===== src/rtl/fifo_serializer.sv =====
// fifo_serializer: reads 16-bit words from an external FIFO and sends each one as a
// frame of one start bit, 16 data bits (LSB first) and one stop bit, DIV clocks per bit.
module fifo_serializer #(
  parameter int unsigned DIV = 4
) (
  input  logic        CLK,
  input  logic        RST,
  input  logic        EN,
  input  logic        EMPTY,
  input  logic        VALID,
  input  logic [15:0] DIN,
  output logic        RD,
  output logic        SOUT,
  output logic        BUSY,
  output logic        DONE,
  output logic        ERR,
  output logic [7:0]  CNT
);

  typedef enum logic [2:0] {
    S_IDLE  = 3'd0,
    S_REQ   = 3'd1,
    S_WAIT  = 3'd2,
    S_START = 3'd3,
    S_DATA  = 3'd4,
    S_STOP  = 3'd5
  } state_e;

  localparam logic [7:0] BAUD_LAST = 8'(DIV - 1);

  state_e      state_q, state_d;
  logic [15:0] shift_q, shift_d;
  logic [3:0]  bit_q, bit_d;
  logic [7:0]  baud_q, baud_d;
  logic        rd_q, rd_d;
  logic        sout_q, sout_d;
  logic        busy_q, busy_d;
  logic        done_q, done_d;
  logic        err_q, err_d;
  logic [7:0]  cnt_q, cnt_d;
  logic        baud_last_s;

  assign baud_last_s = (baud_q == BAUD_LAST);

  // Next-state, datapath and counter updates
  always_comb begin
    state_d = state_q;
    shift_d = shift_q;
    bit_d   = bit_q;
    baud_d  = baud_q;
    err_d   = err_q;
    cnt_d   = cnt_q;
    case (state_q)
      S_IDLE: begin
        if (EN && !EMPTY) begin
          state_d = S_REQ;
        end else begin
          state_d = S_IDLE;
        end
      end
      S_REQ: begin
        state_d = S_WAIT;
      end
      S_WAIT: begin
        if (VALID) begin
          shift_d = DIN;
          bit_d   = 4'd0;
          baud_d  = 8'd0;
          state_d = S_START;
        end else begin
          err_d   = 1'b1;
          state_d = S_IDLE;
        end
      end
      S_START: begin
        if (baud_last_s) begin
          baud_d  = 8'd0;
          state_d = S_DATA;
        end else begin
          baud_d  = baud_q + 8'd1;
        end
      end
      S_DATA: begin
        if (baud_last_s) begin
          baud_d  = 8'd0;
          shift_d = {1'b0, shift_q[15:1]};
          if (bit_q == 4'd15) begin
            bit_d   = 4'd0;
            state_d = S_STOP;
          end else begin
            bit_d   = bit_q + 4'd1;
          end
        end else begin
          baud_d  = baud_q + 8'd1;
        end
      end
      S_STOP: begin
        if (baud_last_s) begin
          baud_d  = 8'd0;
          cnt_d   = cnt_q + 8'd1;
          state_d = S_IDLE;
        end else begin
          baud_d  = baud_q + 8'd1;
        end
      end
      default: begin
        state_d = S_IDLE;
        baud_d  = 8'd0;
        bit_d   = 4'd0;
      end
    endcase
  end

  // Outputs are decoded from the next state so that they come straight out of flops
  always_comb begin
    rd_d   = (state_d == S_REQ);
    busy_d = (state_d != S_IDLE);
    done_d = (state_d == S_STOP) && (baud_d == BAUD_LAST);
    case (state_d)
      S_START: sout_d = 1'b0;
      S_DATA:  sout_d = shift_d[0];
      default: sout_d = 1'b1;
    endcase
  end

  // State and output registers
  always_ff @(posedge CLK or negedge RST) begin
    if (!RST) begin
      state_q <= S_IDLE;
      shift_q <= 16'h0000;
      bit_q   <= 4'd0;
      baud_q  <= 8'd0;
      rd_q    <= 1'b0;
      sout_q  <= 1'b1;
      busy_q  <= 1'b0;
      done_q  <= 1'b0;
      err_q   <= 1'b0;
      cnt_q   <= 8'd0;
    end else begin
      state_q <= state_d;
      shift_q <= shift_d;
      bit_q   <= bit_d;
      baud_q  <= baud_d;
      rd_q    <= rd_d;
      sout_q  <= sout_d;
      busy_q  <= busy_d;
      done_q  <= done_d;
      err_q   <= err_d;
      cnt_q   <= cnt_d;
    end
  end

  assign RD   = rd_q;
  assign SOUT = sout_q;
  assign BUSY = busy_q;
  assign DONE = done_q;
  assign ERR  = err_q;
  assign CNT  = cnt_q;

endmodule


===== config.mk =====
export PLATFORM = sky130hd
export DESIGN_NAME = fifo_serializer
export DESIGN_NICKNAME = d
export VERILOG_FILES = /design/src/rtl/fifo_serializer.sv
export SDC_FILE = /design/constraint.sdc
export NUM_CORES = 1
export LEC_CHECK = 0
export CAP_MARGIN = 20
export CORE_ASPECT_RATIO = 0.5
export CORE_MARGIN = 3
export CORE_UTILIZATION = 48
export DETAILED_ROUTE_END_ITERATION = 8
export PLACE_DENSITY = 0.75
export SYNTH_ARGS = -nofsm -noshare
export SYNTH_HDL_FRONTEND = slang
export SYNTH_SLANG_ARGS = --single-unit

===== constraint.sdc =====
create_clock -name CLK -period 2.15 [get_ports CLK]
set_clock_uncertainty 0.15 [all_clocks]
set_input_delay 0.645 -clock CLK [delete_from_list [all_inputs] [get_ports CLK]]
set_output_delay 0.645 -clock CLK [all_outputs]
set_load 0.01 [all_outputs]

==> results.md <==
- Status: finished, violations left
- Failing checks: negative setup slack
- Antenna violations before repair: 0
- H-tree depth: 2
- R2R depth: 7
- Clock transition at path regs: 0.10 ns
- Critical path depth: 7
- Cells after Synth: 204
- Starting Density: 52.3%
- Worst slew margin: 62.8%
- Avg Cell Area, Syn: 10.5 um^2
- DIE AREA: 5360 um^2
- Multi-input logic area: 1130 um^2
- Max-slew violation count: 0
- Worst Tran Pin Value: 0.558 ns
- Final Setup Violations: 22
- Yosys warnings: 0
- GR Util All Layers: 20.3%
- Crit path buf inv count: 0
- Vias: 1837
- CTS Buffer Depth: 2
- Clock group share of total power: 21.4%
- HP Class: input port to async pin
- Slowest Stage Delay on Critical Path: 0.63 ns
- CP Cell Sequence: ha_4 > nand2b_4 > or4b_4 > and2_4 > a22o_1 > nor4b_4 > and4b_1
- Startpoint types: register
- Net Sw Frac: 34.1%
- Top-area cell type share of the netlist area: 50.1%
- RR Startpoint: baud_q[0]
- Most numerous cell in the Yosys netlist: dfrtp_1
- Top cells by count, synth: dfrtp_1, a21o_1, a22o_1, nand2_1, nand3_1
- CP top delay family: simple AND/OR/NAND/NOR gates
- Congestion Overflow GR: 0
- Final hold violations: 0
- Part of the power in combinational logic: 39.3%
- Pre-CTS setup slack: -0.306 ns
- Via density per instance: 5.69
- Number of synthesized flops with an enable pin: 0
- Core area: 4100 um^2
- TritonRoute pass-1 iters: 4
- Die Height: 53.3 um
- CP Class: register to register
- Synth Net Count: 228
- Arrival @ worst endpoint: 2.30 ns
- Critical path required time: 2.19 ns
- Final WL: 5290 um
- #FFs+latches synth: 44
- RSZ-0062 raised after global routing: true
- Leakage power: 1.43 nW
- Synth top area cells: dfrtp_1, a22o_1, a21o_1
- First-pass GRT wire length: 8360 um
- Root Buffer: clkbuf_8
- Largest net degree at the start of global routing: 45
- Sequential-to-total area share from yosys stat: 51.3%
- Asr flop ratio synth: 100%
- # IOs: 34
- Tcrit/Tclk final: 105%
- Worst-path maximum fanout: 6
- Ys flop type: dfrtp_1
- # DRC: 0
- Vias in the first global route: 1799
- Number of fillers in the final layout: 276
- Clock period minus worst slack: 2.25 ns
- Drt initial violations: 68
- Max-cap viol count: 0
- Reg-to-reg endpoint: DONE
- NumNets Final: 292
- GPL Wtd Cong: 0.877
- Reg area: 1100 um^2
- R2R Setup Slk: -0.10 ns
- Final setup margin: -0.105 ns
- Cell area power density: 1030 nW/um^2
- Max frequency: 444 MHz
- Maximum VDD drop: 546 uV
- TritonCTS clock tree: yes
- DIE WIDTH: 101 um
- Worst-Skew Late Latency: 0.31 ns
- CTS Buf Count: 5
- CP max-delay cell: or4b_4
- Number of antenna diodes: 0
- Internal power: 2.07 mW
- Crit path capture type: register
- Post-Syn Area: 2150 um^2
- Count of cell types in the netlist: 42
- Reg power frac: 39.3%
- Layout cells sized above 1: 25.7%
- Antenna-violating nets left: 0
- Num rows: 16
- Avg WL per Cell: 16.4 um
- # clock sinks: 44
- Synth area leader: dfrtp_1
- Area delta synth->final: 41.2%
- PortBufs: 33
- Setup TNS: -1.08 ns
- Post-DP HPWL: 3280 um
- Net Switching: 1.07 mW
==> final cells by class <==
| cell class | instances | share of cell area, % |
|---|---|---|
| Multi-Input combinational cell | 147 | 37.3 |
| Clock buffer | 5 | 2.27 |
| Inverter | 3 | 0.371 |
| Tap cell | 54 | 2.23 |
| Sequential cell | 44 | 36.4 |
| Timing Repair Buffer | 67 | 19.9 |
| Clock inverter | 3 | 1.57 |
==> cells by family after synthesis <==
group	count (synthesis)	share of synthesized area, %
AO/OA/AOI/OAI	67	22.4
AND/OR/NAND/NOR	64	16.6
flip-flops	44	51.3
buffers and inverters	14	2.85
XOR/XNOR	9	3.67
multiplexers	3	1.46
adder cells (fa/ha/maj)	3	1.75
==> power groups by stage <==
| stage | Sequential, mW | Clock (mW) | Combinational (mW) |
|---|---|---|---|
| 6_report | 1.23 | 0.672 | 1.23 |
| 5_1_grt | 1.26 | 0.709 | 1.34 |
| 4_1_cts | 1.22 | 0.678 | 1.14 |
| 3_5_place_dp | 1.23 | 0 | 1.02 |
| 3_3_place_gp | 1.22 | 0 | 0.984 |
| 2_1_floorplan | 1.20 | 0 | 0.617 |
==> registers in the layout, indices dropped and copies added (netlist names) <==
name,flops
DONE,1
baud_q,8
shift_q,16
RD,1
ERR,1
BUSY,1
state_q,3
CNT,8
SOUT,1
bit_q,4
==> worst register-to-register path, stage by stage, from the launching register on <==
cell      delay (ns)
dfrtp_1         0.40
ha_4            0.18
nand2b_4        0.06
or4b_4          0.63
and2_4          0.19
a22o_1          0.19
nor4b_4         0.14
and4b_1         0.20
==> per-stage QoR <==
stage	cells	util [%]	hold WS (ns)	cell area [um^2]	power, mW
6_report	323	73.9	0.239	3030	3.14
5_1_grt	323	73.9	0.285	3030	3.31
4_1_cts	322	71.9	0.277	2950	3.03
3_5_place_dp	307	66.1	0.307	2710	2.24
3_3_place_gp	307	66.1	0.296	2710	2.21
2_1_floorplan	204	-	0.199	2160	1.82
==> metal layers <==
metal / GRT usage, % / share of wire [%] / vias up
met2: 34.4 / 48 / 50
met1: 26.4 / 46 / 895
met3: 4.47 / 5.0 / 6
met5: 0 / 0 / -
li1: - / - / 886
met4: 5.37 / 0.87 / 0
==> placed cells by master, fill, tap and decap left out, drive strengths merged, types with 2 or more instances in the layout <==
cell           instances
dfrtp                 43
buf                   35
clkdlybuf4s50         31
a21o                  19
a22o                  17
nand2                 17
o21ai                 13
nand3                 10
nor2                   9
nand2b                 6
clkbuf                 5
xnor2                  5
a31oi                  5
xor2                   4
a21oi                  4
nor3                   4
inv                    3
nor2b                  3
a41oi                  3
ha                     3
nor4b                  2
or4b                   2
o21a                   2
and3                   2
mux2i                  2
nor4                   2
nand4                  2
clkinv                 2
and2                   2
or3                    2
==> worst max-delay path by stage <==
stage	startpoint	endpoint	slack, ns
2_1_floorplan	baud_q[0]	CNT[7]	-0.15
3_3_place_gp	VALID	DONE	-0.32
3_5_place_dp	VALID	BUSY	-0.31
4_1_cts	baud_q[1]	CNT[7]	-0.07
5_1_grt	baud_q[1]	DONE	-0.21
6_report	baud_q[0]	DONE	-0.10
==> what timing repair did <==
item,in CTS,in global routing
hold buffers,0,0
setup endpoints to repair,24,29
gates cloned,1,0
gates resized for setup,15,13
setup buffers,6,1
pin swaps,6,7
Power figures use the tool's default switching activity.
